--- src/rtl/fetch_pkg.sv ---
// Shared types and constants for the instruction fetch unit.
package fetch_pkg;

  // Fetch sequencer states.
  typedef enum logic [1:0] {
    IDLE    = 2'b00,
    REQ     = 2'b01,
    DISCARD = 2'b10
  } fetch_state_t;

  // Next-PC select encodings; any value with bit 1 set selects ALUResult.
  localparam logic [1:0] PCSRC_PLUS4  = 2'b00;
  localparam logic [1:0] PCSRC_TARGET = 2'b01;
  localparam logic [1:0] PCSRC_ALU    = 2'b10;

  // Instruction presented to decode when nothing valid is buffered.
  localparam logic [31:0] NOP_INSTR = 32'h0000_0013;

  // One buffered fetch: instruction address and instruction word.
  typedef struct packed {
    logic [31:0] pc;
    logic [31:0] instr;
  } fetch_entry_t;

  // Pick the redirect target for a given PCSrc.
  function automatic logic [31:0] select_target(input logic [1:0] pcsrc,
                                                input logic [31:0] pc_target,
                                                input logic [31:0] alu_result);
    return pcsrc[1] ? alu_result : pc_target;
  endfunction

endpackage

--- src/rtl/fetch_fifo.sv ---
// Two-entry buffer of fetched instructions with push, pop and flush.
// Pop and push in the same cycle are allowed even when full.
module fetch_fifo
  import fetch_pkg::*;
#(
  parameter int DEPTH = 2
) (
  input  logic         clk,
  input  logic         reset,
  input  logic         push,
  input  fetch_entry_t push_data,
  input  logic         pop,
  input  logic         flush,
  output fetch_entry_t head,
  output logic         full,
  output logic         empty,
  output logic [1:0]   count
);

  localparam logic [1:0] DEPTH_CNT = 2'(DEPTH);

  fetch_entry_t mem [2];
  logic         rd_ptr;
  logic         wr_ptr;
  logic [1:0]   cnt;
  logic         do_pop;
  logic         do_push;

  assign empty   = (cnt == 2'd0);
  assign full    = (cnt == DEPTH_CNT);
  assign count   = cnt;
  assign head    = mem[rd_ptr];
  assign do_pop  = pop && !empty;
  assign do_push = push && (!full || do_pop);

  // Pointers and occupancy; flush empties the buffer on the same edge.
  always_ff @(posedge clk or negedge reset) begin
    if (!reset) begin
      rd_ptr <= 1'b0;
      wr_ptr <= 1'b0;
      cnt    <= 2'd0;
    end else if (flush) begin
      rd_ptr <= 1'b0;
      wr_ptr <= 1'b0;
      cnt    <= 2'd0;
    end else begin
      if (do_pop)  rd_ptr <= ~rd_ptr;
      if (do_push) wr_ptr <= ~wr_ptr;
      case ({do_push, do_pop})
        2'b10:   cnt <= cnt + 2'd1;
        2'b01:   cnt <= cnt - 2'd1;
        default: cnt <= cnt;
      endcase
    end
  end

  // Entry storage; contents are only meaningful while counted as occupied.
  always_ff @(posedge clk) begin
    if (do_push && !flush) mem[wr_ptr] <= push_data;
  end

endmodule

--- src/rtl/fetch_unit.sv ---
// Instruction fetch unit: one outstanding memory request, two-entry
// instruction buffer, redirect with in-flight response discard.
// Optional macro FETCH_MISALIGN_TRAP_EN: a misaligned redirect target raises
// a sticky misaligned flag and halts fetch until an aligned redirect; without
// it, target bits [1:0] are cleared and misaligned is tied low.
module fetch_unit
  import fetch_pkg::*;
#(
  parameter logic [31:0] RESET_PC   = 32'h0000_0000,
  parameter int          FIFO_DEPTH = 2
) (
  input  logic        clk,
  input  logic        reset,
  input  logic        redirect,
  input  logic [1:0]  PCSrc,
  input  logic [31:0] PCTarget,
  input  logic [31:0] ALUResult,
  output logic        imem_req,
  output logic [31:0] imem_addr,
  input  logic        imem_ack,
  input  logic [31:0] imem_rdata,
  output logic        instr_valid,
  input  logic        instr_ready,
  output logic [31:0] Instr,
  output logic [31:0] PC,
  output logic [31:0] PCPlus4,
  output logic        misaligned
);

  localparam logic [1:0] DEPTH_CNT = 2'(FIFO_DEPTH);

  fetch_state_t state, state_next;
  logic [31:0]  fetch_pc;
  logic         redir;
  logic         trap;
  logic         misaligned_q;
  logic [31:0]  raw_target;
  logic [31:0]  aligned_target;
  logic         push;
  logic         pop;
  logic         flush;
  logic         empty;
  logic         full;
  logic [1:0]   occ;
  logic [1:0]   occ_after_pop;
  fetch_entry_t head;
  fetch_entry_t push_data;

  // A redirect selecting PC+4 is not a control transfer and is ignored.
  assign redir          = redirect && (PCSrc != PCSRC_PLUS4);
  assign raw_target     = select_target(PCSrc, PCTarget, ALUResult);
  assign aligned_target = raw_target & 32'hFFFF_FFFC;

`ifdef FETCH_MISALIGN_TRAP_EN
  assign trap = redir && (raw_target[1:0] != 2'b00);

  // Sticky trap flag: each effective redirect sets or clears it.
  always_ff @(posedge clk or negedge reset) begin
    if (!reset)     misaligned_q <= 1'b0;
    else if (redir) misaligned_q <= trap;
  end
`else
  assign trap         = 1'b0;
  assign misaligned_q = 1'b0;
`endif

  assign misaligned    = misaligned_q;
  assign pop           = !empty && instr_ready;
  assign occ_after_pop = occ - {1'b0, pop};
  assign push_data     = '{pc: fetch_pc, instr: imem_rdata};

  fetch_fifo #(.DEPTH(FIFO_DEPTH)) u_fifo (
    .clk      (clk),
    .reset    (reset),
    .push     (push),
    .push_data(push_data),
    .pop      (pop),
    .flush    (flush),
    .head     (head),
    .full     (full),
    .empty    (empty),
    .count    (occ)
  );

  // State register.
  always_ff @(posedge clk or negedge reset) begin
    if (!reset) state <= IDLE;
    else        state <= state_next;
  end

  // Next state and buffer controls; redirect takes priority over everything.
  always_comb begin
    state_next = state;
    push       = 1'b0;
    flush      = 1'b0;
    case (state)
      IDLE: begin
        if (redir) begin
          flush      = 1'b1;
          state_next = trap ? IDLE : REQ;
        end else if (!misaligned_q && (occ_after_pop < DEPTH_CNT)) begin
          state_next = REQ;
        end
      end
      REQ: begin
        if (redir) begin
          flush = 1'b1;
          if (imem_ack) state_next = trap ? IDLE : REQ;
          else          state_next = DISCARD;
        end else if (imem_ack) begin
          push       = 1'b1;
          state_next = ((occ_after_pop + 2'd1) < DEPTH_CNT) ? REQ : IDLE;
        end
      end
      DISCARD: begin
        if (redir)    flush      = 1'b1;
        if (imem_ack) state_next = IDLE;
      end
      default: state_next = IDLE;
    endcase
  end

  // Fetch address: load redirect target, else advance on each accepted response.
  always_ff @(posedge clk or negedge reset) begin
    if (!reset)                          fetch_pc <= RESET_PC;
    else if (redir)                      fetch_pc <= aligned_target;
    else if ((state == REQ) && imem_ack) fetch_pc <= fetch_pc + 32'd4;
  end

  assign imem_req    = (state == REQ);
  assign imem_addr   = fetch_pc;
  assign instr_valid = !empty;
  assign Instr       = empty ? NOP_INSTR : head.instr;
  assign PC          = empty ? 32'd0 : head.pc;
  assign PCPlus4     = empty ? 32'd0 : head.pc + 32'd4;

endmodule

--- config.mk ---
export PLATFORM = sky130hd
export DESIGN_NAME = fetch_unit
export DESIGN_NICKNAME = d
export VERILOG_FILES = /design/src/rtl/fetch_pkg.sv /design/src/rtl/fetch_fifo.sv /design/src/rtl/fetch_unit.sv
export SDC_FILE = /design/constraint.sdc
export NUM_CORES = 1
export LEC_CHECK = 0
export CAP_MARGIN = 25
export CORE_UTILIZATION = 48
export CTS_CLUSTER_DIAMETER = 40
export CTS_CLUSTER_SIZE = 20
export DETAILED_ROUTE_END_ITERATION = 16
export PLACE_DENSITY_LB_ADDON = 0.05
export SETUP_SLACK_MARGIN = 0.3
export SYNTH_ARGS = -nofsm -noshare
export SYNTH_HDL_FRONTEND = slang
export SYNTH_SLANG_ARGS = --single-unit
--- constraint.sdc ---
create_clock -name clk -period 4.9 [get_ports clk]
set_clock_uncertainty 0.05 [all_clocks]
set_input_delay 1.47 -clock clk [delete_from_list [all_inputs] [get_ports clk]]
set_output_delay 1.47 -clock clk [all_outputs]
set_load 0.01 [all_outputs]
Word level (Yosys, flattened, before mapping)
Memories as Yosys holds them, arrays and structs flattened. Cells that the tools add are included.

Input port bits: 103. Memories kept: 1. Output and inout port bits: 131. Memory bits (writable): 128. Logic and storage cells: 70. Bits in registers: 38.

Memories: u_fifo.mem (words 2, bits a word 64, rd ports 1, clocked after memory_dff 0, wr ports 1, line fetch_fifo.sv:22) `fetch_entry_t mem [2];`.

Bitwise logic cells: 2. $add $sub $neg: 6. $lt $le $gt $ge: 2. Equality and inequality tests: 8. Reduce and logical (&&, ||, !) cells: 19. Mux-type cells: 27.

Operators with widths (count): two-way mux 32 bit (6); adder 32 x 3 -> 32 bit, second input constant (2); two-way mux 2 bit (7); two-way mux 1 bit (12); nonzero test 2 bit (4); == test 2 bit, second input constant (3); logical AND 1 bit (6); one-hot mux 2 bit (3 select lines) (1); adder 2 x 1 -> 2 bit, second input constant (2); == test 2 x 1 -> 1 bit, second input constant (2); zero test 2 bit (2); < comparator 2 bit, second input constant (2); one-hot mux 2 bit (2 select lines) (1); zero test 1 bit (3); inequality test 3 x 1 -> 1 bit, second input constant (1); inequality test 3 bit, second input constant (1); AND reduction 3 bit (1); nonzero test 3 bit (1); OR reduction 3 bit (1); inequality test 2 bit, second input constant (1); inverter 1 bit (2); subtractor 2 x 1 -> 2 bit (1); subtractor 2 x 1 -> 2 bit, second input constant (1); logical OR 1 bit (1).

Logic depth before layout (Yosys ltp)
Depth in word-level cells: 10. Depth in mapped cells: 10. Gate-level depth less buffers: 8.

Cells and area by module
From an unflattened synthesis, not the netlist that was laid out.

Cell total of the unflattened synthesis: 675. Area, all modules: 8264.2 um2.

By module, submodules not included: fetch_fifo (sequential area each 3943.8 um2, times used 1, area each 4853.4 um2, cells an instance 224); fetch_unit (sequential area each 800.8 um2, times used 1, area each 3410.8 um2, cells an instance 451).

Least setup slack after synthesis
No wires, ideal clock.

Path kind: in2reg. Start: in PCSrc[0]. End: mem u_fifo.mem[0][0] in the netlist's numbering, enable pin. Buffers on the path: 0. Setup time: 0.490 ns. Data required time: 4.360 ns. Setup slack: -0.581 ns. Cell stages on the path: 4. Data arrival time: 4.941 ns. Path through: o21ai_1 > nand2_1 > a21oi_1 > nor2b_1.

Cells in the longest elaborated chain, start to end: 8. Elaborated cells on any way between the ends: 11. Those cells by class: 6 x mux; 5 x reduce/logical.

RTL lines: start, declared (line fetch_unit.sv:15) `input logic [1:0] PCSrc,`; nonzero test 2 bit (*) (line fetch_unit.sv:50) `assign redir = redirect && (PCSrc != PCSRC_PLUS4);`; logical AND 1 bit (*) (line fetch_unit.sv:50); two-way mux 1 bit, on equally long branches (line fetch_unit.sv:106, fetch_unit.sv:98, fetch_unit.sv:116); two-way mux 1 bit, on equally long branches; logical AND 1 bit / zero test 1 bit (equally long branches) (line fetch_fifo.sv:34, fetch_fifo.sv:59); logical AND 1 bit (*) (line fetch_fifo.sv:59) `if (do_push && !flush) mem[wr_ptr] <= push_data;`; two-way mux 1 bit (*) (line fetch_fifo.sv:59); two-way mux 1 bit (not written as such) (*) (line fetch_fifo.sv:59); end, declared (line fetch_fifo.sv:22).

Mark *: on every way between the ends. The rest lies on a longest branch, timed or not.

Worst setup path after layout
Start: reg u_fifo.rd_ptr. End: out PCPlus4[23].

Cells in the longest elaborated chain, start to end: 3.

RTL lines: start, declared (line fetch_fifo.sv:23) `logic rd_ptr;`; start signal, assigned (line fetch_fifo.sv:47) `if (do_pop) rd_ptr <= ~rd_ptr;`; memory read (2 x 64 bit); adder 32 x 3 -> 32 bit (line fetch_unit.sv:135) `assign PCPlus4 = empty ? 32'd0 : head.pc + 32'd4;`; two-way mux 32 bit (line fetch_unit.sv:135); end, declared (line fetch_unit.sv:26) `output logic [31:0] PCPlus4,`.

No other way between the ends.

==> flow_summary_export.csv <==
group,metric,value,unit
outcome,status,"complete, no violations",
grt,grt_pass1_vias,5868,
layout,final_nets,1025,
layout,area_growth_syn_to_layout,38.5,%
grt,grt_pass1_wl,29500,microns
power,power.leakage,3.83,nW
flow_run,maxCapViolCount,0,
clocking,cts_tree,"built",
yosys,synth-seq-cells,160,
yosys,synth_cell_type_count,48,
layout,fillers,1149,
clocking,path_clk_slew,60,ps
floorplanning,die_w,131,microns
hold_path,holdPathStages,0,
hold_path,hold_end,"u_fifo.mem[1][63]$_DFFE_PP_",
sta,tightest_slew,953,ps
layout,final_cell_mix,"clkdlybuf4s50_1, edfxtp_1, nor2_1",
sta,slew_viol_final,0,
detailed_routing,wl_met2,8600,microns
critical_path,critPathMaxFanout,34,
floorplanning,design.die.area,17200,sq um
detailed_routing,drt-pass1-iter-count,4,
clocking,clk_latency,420,ps
clocking,cts_buffers,17,
sta,rsz0062_at_grt,"true",
floorplanning,initial_utilization,49.8,%
sta,hold_viol_final,0,
sta,max_freq,221,MHz
critical_path,required,3380,ps
floorplanning,core.rowCount,46,
detailed_routing,vias_per_cell,5.35,
clocking,clkSinkCount,160,
yosys,ys_seq_area_share,57.8,%
yosys,synth_edf_count,124,
detailed_routing,ant_nets,0,
detailed_routing,vias,6137,
detailed_routing,drc_errors,0,
clocking,cts_root_buffer,"clkbuf_16",
power,vdd_drop_max,0.261,mV
critical_path,reg2reg_to,"imem_addr[31]$_DFFE_PN0P_",
yosys,avgSynthCellArea,11.4,sq um
layout,multi_input_area,3210,sq um
grt,grt_overflow_total,0,
floorplanning,boundaryPins,234,
critical_path,path_class,"register to output pin",
hold_path,hold_path_class,"register to register",
sta,setup_slack,369,ps
grt,grt_usage,22.8,%
layout,n_antenna_cell,0,
yosys,yosysWarningCount,0,
grt,grt_max_degree,72,
yosys,postSynth.asyncResetShare,22.5,%
critical_path,crit_path_end_kind,"output pin",
critical_path,rrSetupSlack,2230,ps
critical_path,start_kind,"register",
sta,post-route-period-util,92.5,%
sta,setup_tns,0,ps
detailed_routing,route.met3.wl,1610,microns
detailed_routing,top_layer,"met4",
grt,antenna_found_initial,0,
place,place_hpwl,13600,microns
critical_path,r2r_start,"imem_addr[4]$_DFFE_PN0P_",
sta,slew_headroom,36.4,%
layout,layout-drive-gt1-share,7.62,%
detailed_routing,drt-initial-drc-count,404,
yosys,synth_cells,701,
layout,fin_util,68.9,%
critical_path,r2r_cells,5,
floorplanning,core,16100,sq um
clocking,h-tree-depth,4,
sta,finalCriticalPeriod,4530,ps
place,dp.cells,1110,
critical_path,worst-endpoint-arrival,3010,ps
power,power_density,449,nW/um^2
yosys,ys.flop_type,"edfxtp_1",
place,dp_slack,363,ps
hold_path,hold_start,"imem_addr[31]$_DFFE_PN0P_",
clocking,cts_buffer_depth,2,
layout,mostFrequentLayoutCell,"clkdlybuf4s50_1",
detailed_routing,drt_wl_total,19100,microns
detailed_routing,met1_length,8450,microns
place,gp_congestion,0.814,
sta,finalSetupViolations,0,
floorplanning,fp.dieH,131,microns
layout,seq_area,4630,sq um
detailed_routing,wl_per_cell,16.6,microns
layout,stdcell_count,1148,
yosys,synth.cell_area,8000,sq um
place,portBuffers,222,
## cell type report
class                      count  area share (%)
multi-input combinational    491            29.0
sequential                   160            41.8
tap                          216            2.44
clock inverter                15           0.994
clock buffer                  17            3.84
inverter                      11           0.373
timing repair buffer         238            21.6
## through the flow
stage | area, sq um | hold WS, ps | power (W)
after floorplan | 8020 | 487 | 0.00289
after global placement | 10400 | 449 | 0.00374
after detailed placement | 10400 | 462 | 0.00379
after CTS | 11000 | 476 | 0.00501
after global routing | 11100 | 502 | 0.00525
final | 11100 | 482 | 0.00497
## routing by layer
metal,vias to the layer above,GRT usage (%)
met2,247,36.1
met5,-,0
met3,30,6.49
li1,3006,-
met1,2854,29.1
met4,0,10.6
## repair_timing
| item | in CTS | in global routing |
|---|---|---|
| endpoints found under the hold margin | 0 | 0 |
| hold buffers | 0 | 0 |
| setup endpoints to repair | 12 | 11 |
| buffers inserted | 6 | 0 |
| pin swaps | 2 | 2 |
| resized for setup | 5 | 10 |
## report_power, final
group	internal, W	leakage (nW)	switching (W)	total (W)
Clock	0.000650	0.255	0.000537	0.00119
Sequential	0.00170	1.55	0.000169	0.00186
Combinational	0.000953	2.02	0.000969	0.00192
Total	0.00330	3.83	0.00168	0.00497
## registers in the layout (all words and copies together), names as in the netlist
name / count
u_fifo.mem: 124
imem_addr: 30
state: 2
u_fifo.count: 2
u_fifo.rd_ptr: 1
u_fifo.wr_ptr: 1
## logic make-up after synthesis
kind of cell / synth area share [%]
buffers and inverters: 3.08
muxes: 9.00
and+or+nand+nor: 16.5
DFF: 57.8
AOI/OAI and AO/OA: 8.56
other: 0.0469
adders and majority gates: 0.470
xor gates and xnor gates: 4.49
## cell usage after synthesis, drive strengths merged (3+ instances only)
cell type / instances / area share (%)
edfxtp: 124 / 47
nor2: 84 / 3.9
mux2i: 64 / 8.0
nand2: 43 / 2.0
xnor2: 37 / 4.1
dfrtp: 36 / 11
nor2b: 34 / 2.7
a21oi: 33 / 2.1
a211oi: 29 / 2.7
clkbuf: 24 / 1.1
nand3: 22 / 1.4
buf: 21 / 1.4
nor3: 17 / 1.1
o21ai: 16 / 1.0
and2: 11 / 0.86
inv: 11 / 0.52
nand4: 11 / 0.94
o31ai: 10 / 0.94
nor4: 8 / 0.63
mux2: 7 / 0.99
nand3b: 7 / 0.66
nand4b: 6 / 0.66
a31oi: 5 / 0.39
and3: 5 / 0.39
xor2: 4 / 0.44
a22oi: 3 / 0.28
ha: 3 / 0.47
or3: 3 / 0.23
## how the worst max path moves through the flow
stage | startpoint | endpoint | slack (ps) | cells after the start
4_1_cts | u_fifo.rd_ptr$_DFFE_PN0P_ | PCPlus4[18] | 310 | 8
3_3_place_gp | u_fifo.rd_ptr$_DFFE_PN0P_ | PCPlus4[30] | 370 | 7
3_5_place_dp | u_fifo.rd_ptr$_DFFE_PN0P_ | PCPlus4[26] | 360 | 6
6_report | u_fifo.rd_ptr$_DFFE_PN0P_ | PCPlus4[23] | 370 | 7
5_1_grt | u_fifo.rd_ptr$_DFFE_PN0P_ | PCPlus4[30] | 240 | 8
2_1_floorplan | PCSrc[0] | u_fifo.mem[0][0]$_DFFE_PP_ | 600 | 4
## critical path: stages (launching register included)
cell and delay (ps):
dfrtp_4 560, buf_12 210, and4b_1 300, a22o_2 240, nand4_1 210, nor3b_2 230, mux2_2 350, clkdlybuf4s50_1 480
Note: power is estimated with default switching activity, not from simulation.
